### config.mk
export PLATFORM = sky130hd
export DESIGN_NAME = alu_div8
export DESIGN_NICKNAME = d
export VERILOG_FILES = /design/src/rtl/alu_div8.sv
export SDC_FILE = /design/constraint.sdc
export NUM_CORES = 1
export LEC_CHECK = 0
export ABC_AREA = 1
export BUFFER_PORTS_ARGS = -buffer_cell sky130_fd_sc_hd__buf_2
export CAP_MARGIN = 40
export CORE_ASPECT_RATIO = 1.25
export CORE_UTILIZATION = 30
export CTS_CLUSTER_SIZE = 28
export DETAILED_ROUTE_END_ITERATION = 8
export SYNTH_ARGS = -nofsm -noshare
export SYNTH_HDL_FRONTEND = slang
export SYNTH_SLANG_ARGS = --single-unit
### constraint.sdc
create_clock -name clk -period 4.9 [get_ports clk]
set_clock_uncertainty 0.2 [all_clocks]
set_input_delay 0.245 -clock clk [delete_from_list [all_inputs] [get_ports clk]]
set_output_delay 0.245 -clock clk [all_outputs]
set_load 0.1 [all_outputs]
### src/rtl/alu_div8.sv
// Sequential unsigned divider: restoring shift-and-subtract, one quotient bit per cycle,
// with a start/busy/done handshake so the control unit can stall on it.
module alu_div8 #(
  parameter int WIDTH = 8
) (
  input  logic             clk,
  input  logic             rst_n,
  input  logic             start,
  input  logic [WIDTH-1:0] data1,
  input  logic [WIDTH-1:0] data2,
  output logic [WIDTH-1:0] quotient,
  output logic [WIDTH-1:0] remainder,
  output logic             busy,
  output logic             done,
  output logic             div_by_zero
);

  localparam int CW = $clog2(WIDTH + 1);

  typedef enum logic [1:0] {IDLE, CALC, FINISH} state_t;

  state_t         state, state_next;
  logic [CW-1:0]  count;
  logic [WIDTH-1:0] dq;        // dividend shifts out the top while quotient bits enter the bottom
  logic [WIDTH-1:0] divisor;
  logic [WIDTH:0]   prem;
  logic [WIDTH:0]   shifted;
  logic [WIDTH:0]   trial;

  assign shifted = {prem[WIDTH-1:0], dq[WIDTH-1]};
  assign trial   = shifted - {1'b0, divisor};

  // NOTE: reset is synchronous, so it lives inside the clocked branch rather than the sensitivity list.
  always_ff @(posedge clk) begin
    if (!rst_n) state <= IDLE;
    else        state <= state_next;
  end

  // NOTE: default assignment first so no path leaves state_next unassigned (no latch).
  always_comb begin
    state_next = state;
    case (state)
      IDLE:    if (start) state_next = (data2 != '0) ? CALC : FINISH;
      CALC:    if (count == '0) state_next = FINISH;
      FINISH:  state_next = IDLE;
      default: state_next = IDLE;
    endcase
  end

  always_comb begin
    busy = (state == CALC);
    done = (state == FINISH);
  end

  // Datapath and result registers; results only change on the edge that enters FINISH.
  always_ff @(posedge clk) begin
    if (!rst_n) begin
      count       <= '0;
      dq          <= '0;
      divisor     <= '0;
      prem        <= '0;
      quotient    <= '0;
      remainder   <= '0;
      div_by_zero <= 1'b0;
    end else begin
      case (state)
        IDLE: begin
          if (start) begin
            if (data2 != '0) begin
              dq      <= data1;
              divisor <= data2;
              prem    <= '0;
              count   <= CW'(WIDTH);
            end else begin
              quotient    <= '1;
              remainder   <= data1;
              div_by_zero <= 1'b1;
            end
          end
        end
        CALC: begin
          if (count != '0) begin
            if (!trial[WIDTH]) begin
              prem <= trial;
              dq   <= {dq[WIDTH-2:0], 1'b1};
            end else begin
              prem <= shifted;
              dq   <= {dq[WIDTH-2:0], 1'b0};
            end
            count <= count - CW'(1);
          end else begin
            quotient    <= dq;
            remainder   <= prem[WIDTH-1:0];
            div_by_zero <= 1'b0;
          end
        end
        default: ;
      endcase
    end
  end

endmodule

[Word-level counts from Yosys, hierarchy flattened]
Cells that the tools add are included.
Word-level totals
  register bits after elaboration: 47
  output and inout port bits: 19
  input bits: 19
  word-level logic and storage cells: 57
Operators by class
  add/subtract/negate cells: 2
  reductions and logical operators: 9
  multiplexer cells: 30
  eq/ne operators: 8
Operators by type and width (number)
  $mux 8: 13
  $pmux 8 s2: 4
  $mux 4: 3
  $sub 9x8->9: 1
  $ne 2x2->1 const B: 4
  $pmux 4 s2: 1
  $reduce_and 4->1: 2
  $reduce_bool 8->1: 1
  $mux 2: 3
  $logic_not 4->1: 1
  $mux 1: 4
  $ne 2x1->1 const B: 2
  $pmux 2 s2: 1
  $reduce_bool 4->1: 1
  $sub 4x1->4 const B: 1
  $reduce_and 3->1: 1
  $eq 2x1->1 const B: 1
  $eq 2x2->1 const B: 1
  $logic_not 2->1: 1
  $pmux 1 s2: 1
  $reduce_and 2->1: 1
  $reduce_bool 2->1: 1

[Depth between registers and ports, before layout]
Gate-level depths: netlist of run 1.
  depth after elaboration: 4
  depth in mapped cells: 14
  gate-level depth less buffers: 14

[Worst setup path before layout of run 1]
Ideal clock, no wire load.
  path type: register -> register
  start: reg state[0]
  end: reg remainder[6]
  stages on the path, launching flop included: 7
  path slack: 2.748 ns
  required time: 4.639 ns
  period minus slack after synthesis: 2.152 ns
  library setup time: 0.061 ns
  path buffers: 1
  arrival: 1.891 ns
  path through: dfxtp_1 inv_2 nor2_4 buf_1 nand2_1 nand3_1 o211a_1
On the way
  word-level cells in the longest chain between the ends: 3
  elaborated cells between the ends (all ways): 8
  classes of those cells: 4 x eq/ne; 1 x mux; 3 x reduce/logical
Ends and longest elaborated chain
  start: declaration: line 22  | state_t state, state_next;
  start signal: assignment: line 36  | else state <= state_next;
  $eq 2x1->1 (*)
  via busy: line 13  | output logic busy,
  $ne 2x2->1 (no line) / $reduce_bool 2->1 (equally long branches)
  $reduce_and 4->1 (no line)
  end signal: assignment: line 76  | remainder <= data1;
  end signal: assignment: line 93  | remainder <= prem[WIDTH-1:0];
  end: declaration: line 12  | output logic [WIDTH-1:0] remainder,
The timed path passes the listed nets; every way through them passes the cells marked *.
A chain may end at the register's enable or synchronous reset.

[Final worst setup path of run 1]
  start: reg dq[7]
  end: reg prem[7]
On the way
  word-level cells in the longest chain between the ends: 4
Ends and longest elaborated chain
  start: declaration: line 24  | logic [WIDTH-1:0] dq;
  start signal: assignment: line 70  | dq <= data1;
  start signal: assignment: line 85  | dq <= {dq[WIDTH-2:0], 1'b1};
  start signal: assignment: line 88  | dq <= {dq[WIDTH-2:0], 1'b0};
  $sub 9x8->9: line 31  | assign trial = shifted - {1'b0, divisor};
  $mux 8: line 83  | if (!trial[WIDTH]) begin
  $mux 8: line 82  | if (count != '0) begin
  $pmux 8 s2: line 66  | case (state)
  end signal: assignment: line 84  | prem <= trial;
  end signal: assignment: line 87  | prem <= shifted;
  end: declaration: line 26  | logic [WIDTH:0] prem;
No other way between the ends. The select of a mux whose other input is x is not followed.

==> flow_metrics.env, run 1 <==
export IMPL_status="complete, no violations"
export IMPL_seqCellArea_um2=940.9
export IMPL_first_pass_iters=4
export IMPL_seq_area_frac_synth=0.3792
export IMPL_tns_ns=0
export IMPL_rsz0062_at_grt="no"
export IMPL_clock_sinks=47
export IMPL_layout_common_cells="81 x nand2_1, 47 x dfxtp_1, 37 x inv_1, 37 x buf_2, 34 x nor2_1"
export IMPL_slowest_stage="fa_1"
export IMPL_grt_pass1_wl_mm=9.880
export IMPL_min_period_over_period=0.4448
export IMPL_dpl_cell_count=463
export IMPL_synth_largest_area_cell="dfxtp_1"
export IMPL_synth_area_um2=2481
export IMPL_post_cts_resized=0
export IMPL_setup_viol=0
export IMPL_io_pins=38
export IMPL_clockBufferDepth=2
export IMPL_cp_common_cell="nand2_1"
export IMPL_post_cts_buffers=0
export IMPL_fmax_mhz=458.9
export IMPL_yosysWarnings=0
export IMPL_start_kind="flop"
export IMPL_path_clk_slew_ns=0.09
export IMPL_ant_nets=0
export IMPL_p_comb_frac=0.349
export IMPL_worstSetupPathType="flop to flop"
export IMPL_synth_seq_cells=47
export IMPL_drc=0
export IMPL_power_density_nw_per_um2=419.7
export IMPL_min_delay_start="data2[1]"
export IMPL_grt_pass1_vias=2143
export IMPL_hold_class="primary input to flop"
export IMPL_r2r_end="prem[7]"
export IMPL_cp_cell_sequence="inv_1 -> ha_1 -> inv_1 -> fa_1 -> nand2_1 -> nand2_2 -> nand3_4 -> nand2_2 -> nand2_4 -> nand2_4 -> nand2_1 -> nand2_1 -> nand2_1 -> a21oi_2"
export IMPL_hold_buffers=1
export IMPL_wl_per_cell_um=12.13
export IMPL_ys_types=34
export IMPL_min_delay_path_depth=3
export IMPL_antenna_cells=0
export IMPL_reg2regPathDepth=14
export IMPL_p_clk_frac=0.279
export IMPL_critical_path_max_stage_delay_ns=0.40
export IMPL_routed_wl_mm=5.724
export IMPL_via_per_inst=4.780
export IMPL_clockRootBuffer="clkbuf_8"
export IMPL_avgSynthCellArea_um2=7.276
export IMPL_grt_antenna_before_repair=0
export IMPL_critPathMaxFanout=9
export IMPL_initial_utilization=0.3130
export IMPL_ir_worst_vdd_uv=275.3
export IMPL_relSlewSlack=0.4301
export IMPL_syn_num_nets=371
export IMPL_dp_hpwl_mm=4.339
export IMPL_htree_levels=2
export IMPL_coreArea_um2=7928
export IMPL_area_growth_synth_to_final_pct=15.48
export IMPL_r2r_slack_ns=2.72
export IMPL_worstMarginPinSlew_ns=0.8539
export IMPL_final_common_cell="nand2_1"
export IMPL_clock_latency_ns=0.30
export IMPL_pwr_share_seq=0.372
export IMPL_cts_tree="built"
export IMPL_fin_nets=406
export IMPL_cp_arrival_ns=2.14
export IMPL_drive_gt1_frac=0.1857
export IMPL_multi_input_area_um2=1311
export IMPL_fp_row_count=36
export IMPL_p_int_mw=0.7335
export IMPL_syn_instance_count=341
export IMPL_grtUsageTotal=0.1385
export IMPL_cap_violations=0
export IMPL_fillCellCount=844
export IMPL_endpoint_kind="flop"
export IMPL_vias=2256
export IMPL_synth_area_leaders="dfxtp_1 38%, nand2_1 12%, inv_1 5.6%"
export IMPL_required_ns=4.86
export IMPL_fin_cells=472
export IMPL_worstHoldEndpoint="divisor[1]"
export IMPL_dieArea_um2=8640
export IMPL_switching_share=0.3900
export IMPL_p_leak_nw=1.306
export IMPL_drv_slew=0
export IMPL_rr_startpoint="dq[7]"
export IMPL_gp_congestion=0.8284
export IMPL_power_net_switching_mw=0.4690
export IMPL_drt_initial_drc_count=167
export IMPL_portBuffers=37
export IMPL_die_x_um=83.34
export IMPL_synth_top_area_share=0.3792
export IMPL_power_total_mw=1.202
export IMPL_grt_overflow_total=0
export IMPL_final_hold_violation_count=0
export IMPL_numCtsBuffers=5
export IMPL_die_height_um=103.7
export IMPL_fin_crit_ns=2.179
export IMPL_grt_max_degree=25
## per-layer routing
layer / GRT usage / up-vias / part of all wire
met1: 0.1677 / 1026 / 0.45
met4: 0.06404 / 0 / 0.030
met2: 0.2395 / 45 / 0.49
met3: 0.01992 / 10 / 0.029
met5: 0 / - / 0
li1: - / 1175 / -
## kinds of logic (layout without fill, tap and decap cells)
| kind of cell | Yosys count | count (layout) | share of synthesized area |
|---|---|---|---|
| compound gates | 68 | 68 | 0.1589 |
| xor+xnor | 4 | 4 | 0.01412 |
| fa+ha+maj | 11 | 11 | 0.05850 |
| flops | 47 | 47 | 0.3792 |
| buf+inv | 53 | 89 | 0.09228 |
| simple gates | 158 | 158 | 0.2970 |
## cells in the mapped netlist, drive strengths merged
library cell,instances
nand2,89
dfxtp,47
inv,42
nor2,39
o21ai,28
nand3,25
a21oi,21
a31oi,10
ha,10
o22ai,7
buf,6
clkbuf,4
o211a,2
or2,2
xnor2,2
xor2,2
clkinv,1
fa,1
nand3b,1
nand4,1
nor3,1
## stage by stage
| stage | setup slack (ns) | utilization | area [um2] | hold slack [ns] |
|---|---|---|---|---|
| 2_1_floorplan | 2.748 | - | 2481 | 0.1799 |
| 3_3_place_gp | 2.787 | 0.3434 | 2723 | 0.2479 |
| 3_5_place_dp | 2.738 | 0.3434 | 2723 | 0.2589 |
| 4_1_cts | 2.709 | 0.3614 | 2865 | 0.006822 |
| 5_1_grt | 2.532 | 0.3614 | 2865 | 0.02593 |
| 6_report | 2.721 | 0.3614 | 2865 | 0.01058 |
## registers in the layout, summed over array words and instances, names as in the netlist
signal,flops
state,2
count,4
remainder,8
dq,8
divisor,8
prem,8
div_by_zero,1
quotient,8
## worst max-delay path, delay by kind of cell, from the launching register on
kind,cells,cell delay (ns)
DFF,1,0.34
buffers and inverters,2,0.15
and+or+nand+nor,9,0.76
adders and majority gates,2,0.55
AOI/OAI and AO/OA,1,0.06
## layout make-up
cell class	count	share of cell area
tap	95	0.04148
sequential	47	0.3284
timing repair buffer	38	0.06812
clock buffer	6	0.02533
inverter	43	0.05808
clock inverter	2	0.02096
multi-input combinational	241	0.4576
## how the worst max path moves through the flow
stage	from	endpoint	slack, ns	cells past startpoint
floorplan	state[0]	remainder[6]	2.75	6
global placement	dq[7]	prem[7]	2.79	14
detailed placement	dq[7]	prem[7]	2.74	14
CTS	dq[7]	prem[7]	2.71	14
global route	dq[7]	prem[5]	2.53	14
finish	dq[7]	prem[7]	2.72	14
## power by group through the flow
stage / logic, mW / registers [mW] / clock network (mW)
final: 0.420 / 0.447 / 0.335
after global routing: 0.462 / 0.452 / 0.359
after CTS: 0.423 / 0.447 / 0.341
after detailed placement: 0.420 / 0.456 / 0
after global placement: 0.417 / 0.455 / 0
after floorplan: 0.237 / 0.571 / 0
Power figures use the tool's default switching activity.
==> run 2: changes to the inputs <==
--- a/config.mk
+++ b/config.mk
@@ -5,7 +5,7 @@
 export SDC_FILE = /design/constraint.sdc
 export NUM_CORES = 1
 export LEC_CHECK = 0
-export ABC_AREA = 1
+export ABC_AREA = 0
 export BUFFER_PORTS_ARGS = -buffer_cell sky130_fd_sc_hd__buf_2
 export CAP_MARGIN = 40
 export CORE_ASPECT_RATIO = 1.25
==> constraint.sdc (replaced) <==
create_clock -name clk -period 2 [get_ports clk]
set_clock_uncertainty 0.2 [all_clocks]
set_input_delay 0.1 -clock clk [delete_from_list [all_inputs] [get_ports clk]]
set_output_delay 0.1 -clock clk [all_outputs]
set_load 0.1 [all_outputs]
==> run 2 against run 1 <==
Compared with the run above:
- the flow now finishes with violations (negative setup slack)
- die area down 4.4%
- critical path depth down 3
- sequential cell count unchanged
- critical path type unchanged
- non-clock buffer count up 63
- critical endpoint is now prem[1]
- largest cell class unchanged
==> flow_metrics.env, run 2 <==
export IMPL_status="finished, violations left"
export IMPL_violations="negative setup slack"
export IMPL_first_pass_iters=4
export IMPL_die_height_um=101.4
export IMPL_drv_slew=0
export IMPL_cp_arrival_ns=2.35
export IMPL_ant_nets=0
export IMPL_relSlewSlack=0.6752
export IMPL_fp_row_count=35
export IMPL_grtUsageTotal=0.1496
export IMPL_synth_common_cells="47 x dfxtp_1, 32 x nand2_1, 19 x a21oi_1"
export IMPL_antenna_cells=0
export IMPL_fin_nets=382
export IMPL_synth_area_um2=2370
export IMPL_tns_ns=-3.055
export IMPL_slowest_stage="dfxtp_2"
export IMPL_synth_area_leaders="dfxtp_1 40%, o211a_1 5.9%, mux2i_1 5.5%"
export IMPL_fin_crit_ns=2.353
export IMPL_via_per_inst=4.798
export IMPL_grt_pass1_vias=2052
export IMPL_wl_per_cell_um=12.88
export IMPL_io_pins=38
export IMPL_synth_top_area_share=0.3970
export IMPL_vias=2135
export IMPL_hold_class="primary input to flop"
export IMPL_numCtsBuffers=5
export IMPL_endpoint_kind="flop"
export IMPL_power_density_nw_per_um2=941.0
export IMPL_p_leak_nw=1.607
export IMPL_syn_instance_count=257
export IMPL_multi_input_area_um2=1398
export IMPL_ir_worst_vdd_uv=564.7
export IMPL_area_growth_synth_to_final_pct=40.71
export IMPL_final_common_cell="buf_4"
export IMPL_clock_latency_ns=0.30
export IMPL_grt_antenna_before_repair=0
export IMPL_clockBufferDepth=2
export IMPL_crit_buf_inv=3
export IMPL_initial_utilization=0.3165
export IMPL_syn_num_nets=287
export IMPL_layout_common_cells="56 x buf_4, 42 x dfxtp_1, 36 x buf_2"
export IMPL_coreArea_um2=7488
export IMPL_worstMarginPinSlew_ns=0.4906
export IMPL_dieArea_um2=8261
export IMPL_min_period_over_period=1.177
export IMPL_cp_cell_sequence="inv_2 -> ha_4 -> inv_2 -> fa_2 -> a21o_1 -> a22oi_2 -> nor3_2 -> a211o_2 -> buf_4 -> mux2i_2 -> o21ai_1"
export IMPL_worstSetupPathType="flop to flop"
export IMPL_drc=0
export IMPL_grt_overflow_total=0
export IMPL_seq_area_frac_synth=0.3970
export IMPL_required_ns=2.00
export IMPL_seqCellArea_um2=947.2
export IMPL_grt_max_degree=25
export IMPL_final_hold_violation_count=0
export IMPL_clock_sinks=47
export IMPL_synth_async_reset_ratio=0
export IMPL_synth_seq_cells=47
export IMPL_setup_ws_ns=-0.3530
export IMPL_die_x_um=81.50
export IMPL_fillCellCount=743
export IMPL_start_kind="flop"
export IMPL_portBuffers=37
export IMPL_synth_largest_area_cell="dfxtp_1"
export IMPL_power_total_mw=3.138
export IMPL_setup_viol=10
export IMPL_yosysMostFrequentCell="dfxtp_1"
export IMPL_grt_pass1_wl_mm=9.556
export IMPL_drt_initial_drc_count=73
export IMPL_ys_types=43
export IMPL_rsz0062_at_grt="yes"
export IMPL_avgSynthCellArea_um2=9.221
export IMPL_synth_edf_count=0
export IMPL_htree_levels=2
export IMPL_cp_common_cell="inv_2"
export IMPL_ys_flop_type="dfxtp_1"
export IMPL_clockRootBuffer="clkbuf_8"
export IMPL_yosysWarnings=0
export IMPL_whs_ns=0.02514
export IMPL_path_clk_slew_ns=0.10
export IMPL_cts_tree="built"
export IMPL_gp_congestion=0.8764
export IMPL_critPathMaxFanout=5
export IMPL_routed_wl_mm=5.732
export IMPL_dp_hpwl_mm=4.383
export IMPL_fmax_mhz=425.0
export IMPL_drive_gt1_frac=0.3824
export IMPL_cap_violations=0
export IMPL_critical_path_max_stage_delay_ns=0.33
export IMPL_crit_family="compound AO/OA/AOI/OAI gates"
[run 2: cell count changes after synthesis, sizes merged, moves of 7 or more]
| cell | previous run | this run |
|---|---|---|
| o21ai | 28 | 12 |
| mux2i | 0 | 13 |
| and2 | 0 | 12 |
| o22ai | 7 | 0 |
| o221a | 0 | 8 |
| nand3 | 25 | 2 |
| nor2b | 0 | 12 |
| nand2 | 89 | 32 |
| nor2 | 39 | 4 |
| a31oi | 10 | 0 |
| o211a | 2 | 14 |
| inv | 42 | 12 |
[run 2: final timing paths]
kind	to	cells past startpoint	slack, ns	start
max reg2reg	prem[1]	11	-0.35	dq[7]
max	prem[1]	11	-0.35	dq[7]
min	divisor[2]	5	0.03	data2[2]
min reg2reg	remainder[5]	1	0.30	remainder[5]
[run 2: logic make-up after synthesis]
family / Yosys count / synth area share
compound gates: 74 / 0.2365
buf+inv: 26 / 0.04804
xor+xnor: 7 / 0.02587
fa+ha+maj: 11 / 0.06125
mux: 13 / 0.05491
flops: 47 / 0.3970
simple gates: 79 / 0.1763
[run 2: timing repair]
| action | CTS | global route |
|---|---|---|
| endpoints found under the setup margin | 13 | 27 |
| gates resized for setup | 6 | 13 |
| hold endpoints to repair | 8 | 0 |
| buffers inserted | 4 | 2 |
| pin swaps | 7 | 6 |
| hold buffers | 7 | 0 |
[run 2: metrics by stage]
step / area (um2) / util / setup WS (ns) / std cells
floorplan: 2401 / - / -0.3160 / 257
global placement: 3037 / 0.4055 / -0.3811 / 424
detailed placement: 3037 / 0.4055 / -0.4427 / 424
CTS: 3262 / 0.4356 / -0.4077 / 443
global route: 3334 / 0.4453 / -0.4589 / 445
finish: 3334 / 0.4453 / -0.3530 / 445
[run 2: per-layer routing]
| metal | vias up | global-route usage | share of wire |
|---|---|---|---|
| met3 | 2 | 0.02432 | 0.029 |
| met2 | 29 | 0.2692 | 0.51 |
| li1 | 1112 | - | - |
| met1 | 992 | 0.1817 | 0.46 |
| met4 | 0 | 0.03709 | 0.0047 |
| met5 | - | 0 | 0 |
[run 2: area by class of cell]
cell class | instances | area share
inverters | 13 | 0.01463
well taps | 92 | 0.03452
repair buffers | 101 | 0.2131
clock inverters | 3 | 0.01388
multi-input cells | 184 | 0.4191
clock buffers | 5 | 0.02064
flip-flops and latches | 47 | 0.2841
[run 2: worst min-delay path: cells and delay by family]
kind	cells	cell delay (ns)
AOI/OAI and AO/OA	1	0.06
buffers and inverters	2	0.18
and+or+nand+nor	2	0.15
[run 2: report_power, final]
group          total [mW]  leakage [nW]  switching, mW  internal, mW
Clock               0.723        0.0548          0.346         0.377
Sequential           1.12         0.387         0.0742          1.04
Combinational        1.30          1.17          0.780         0.519
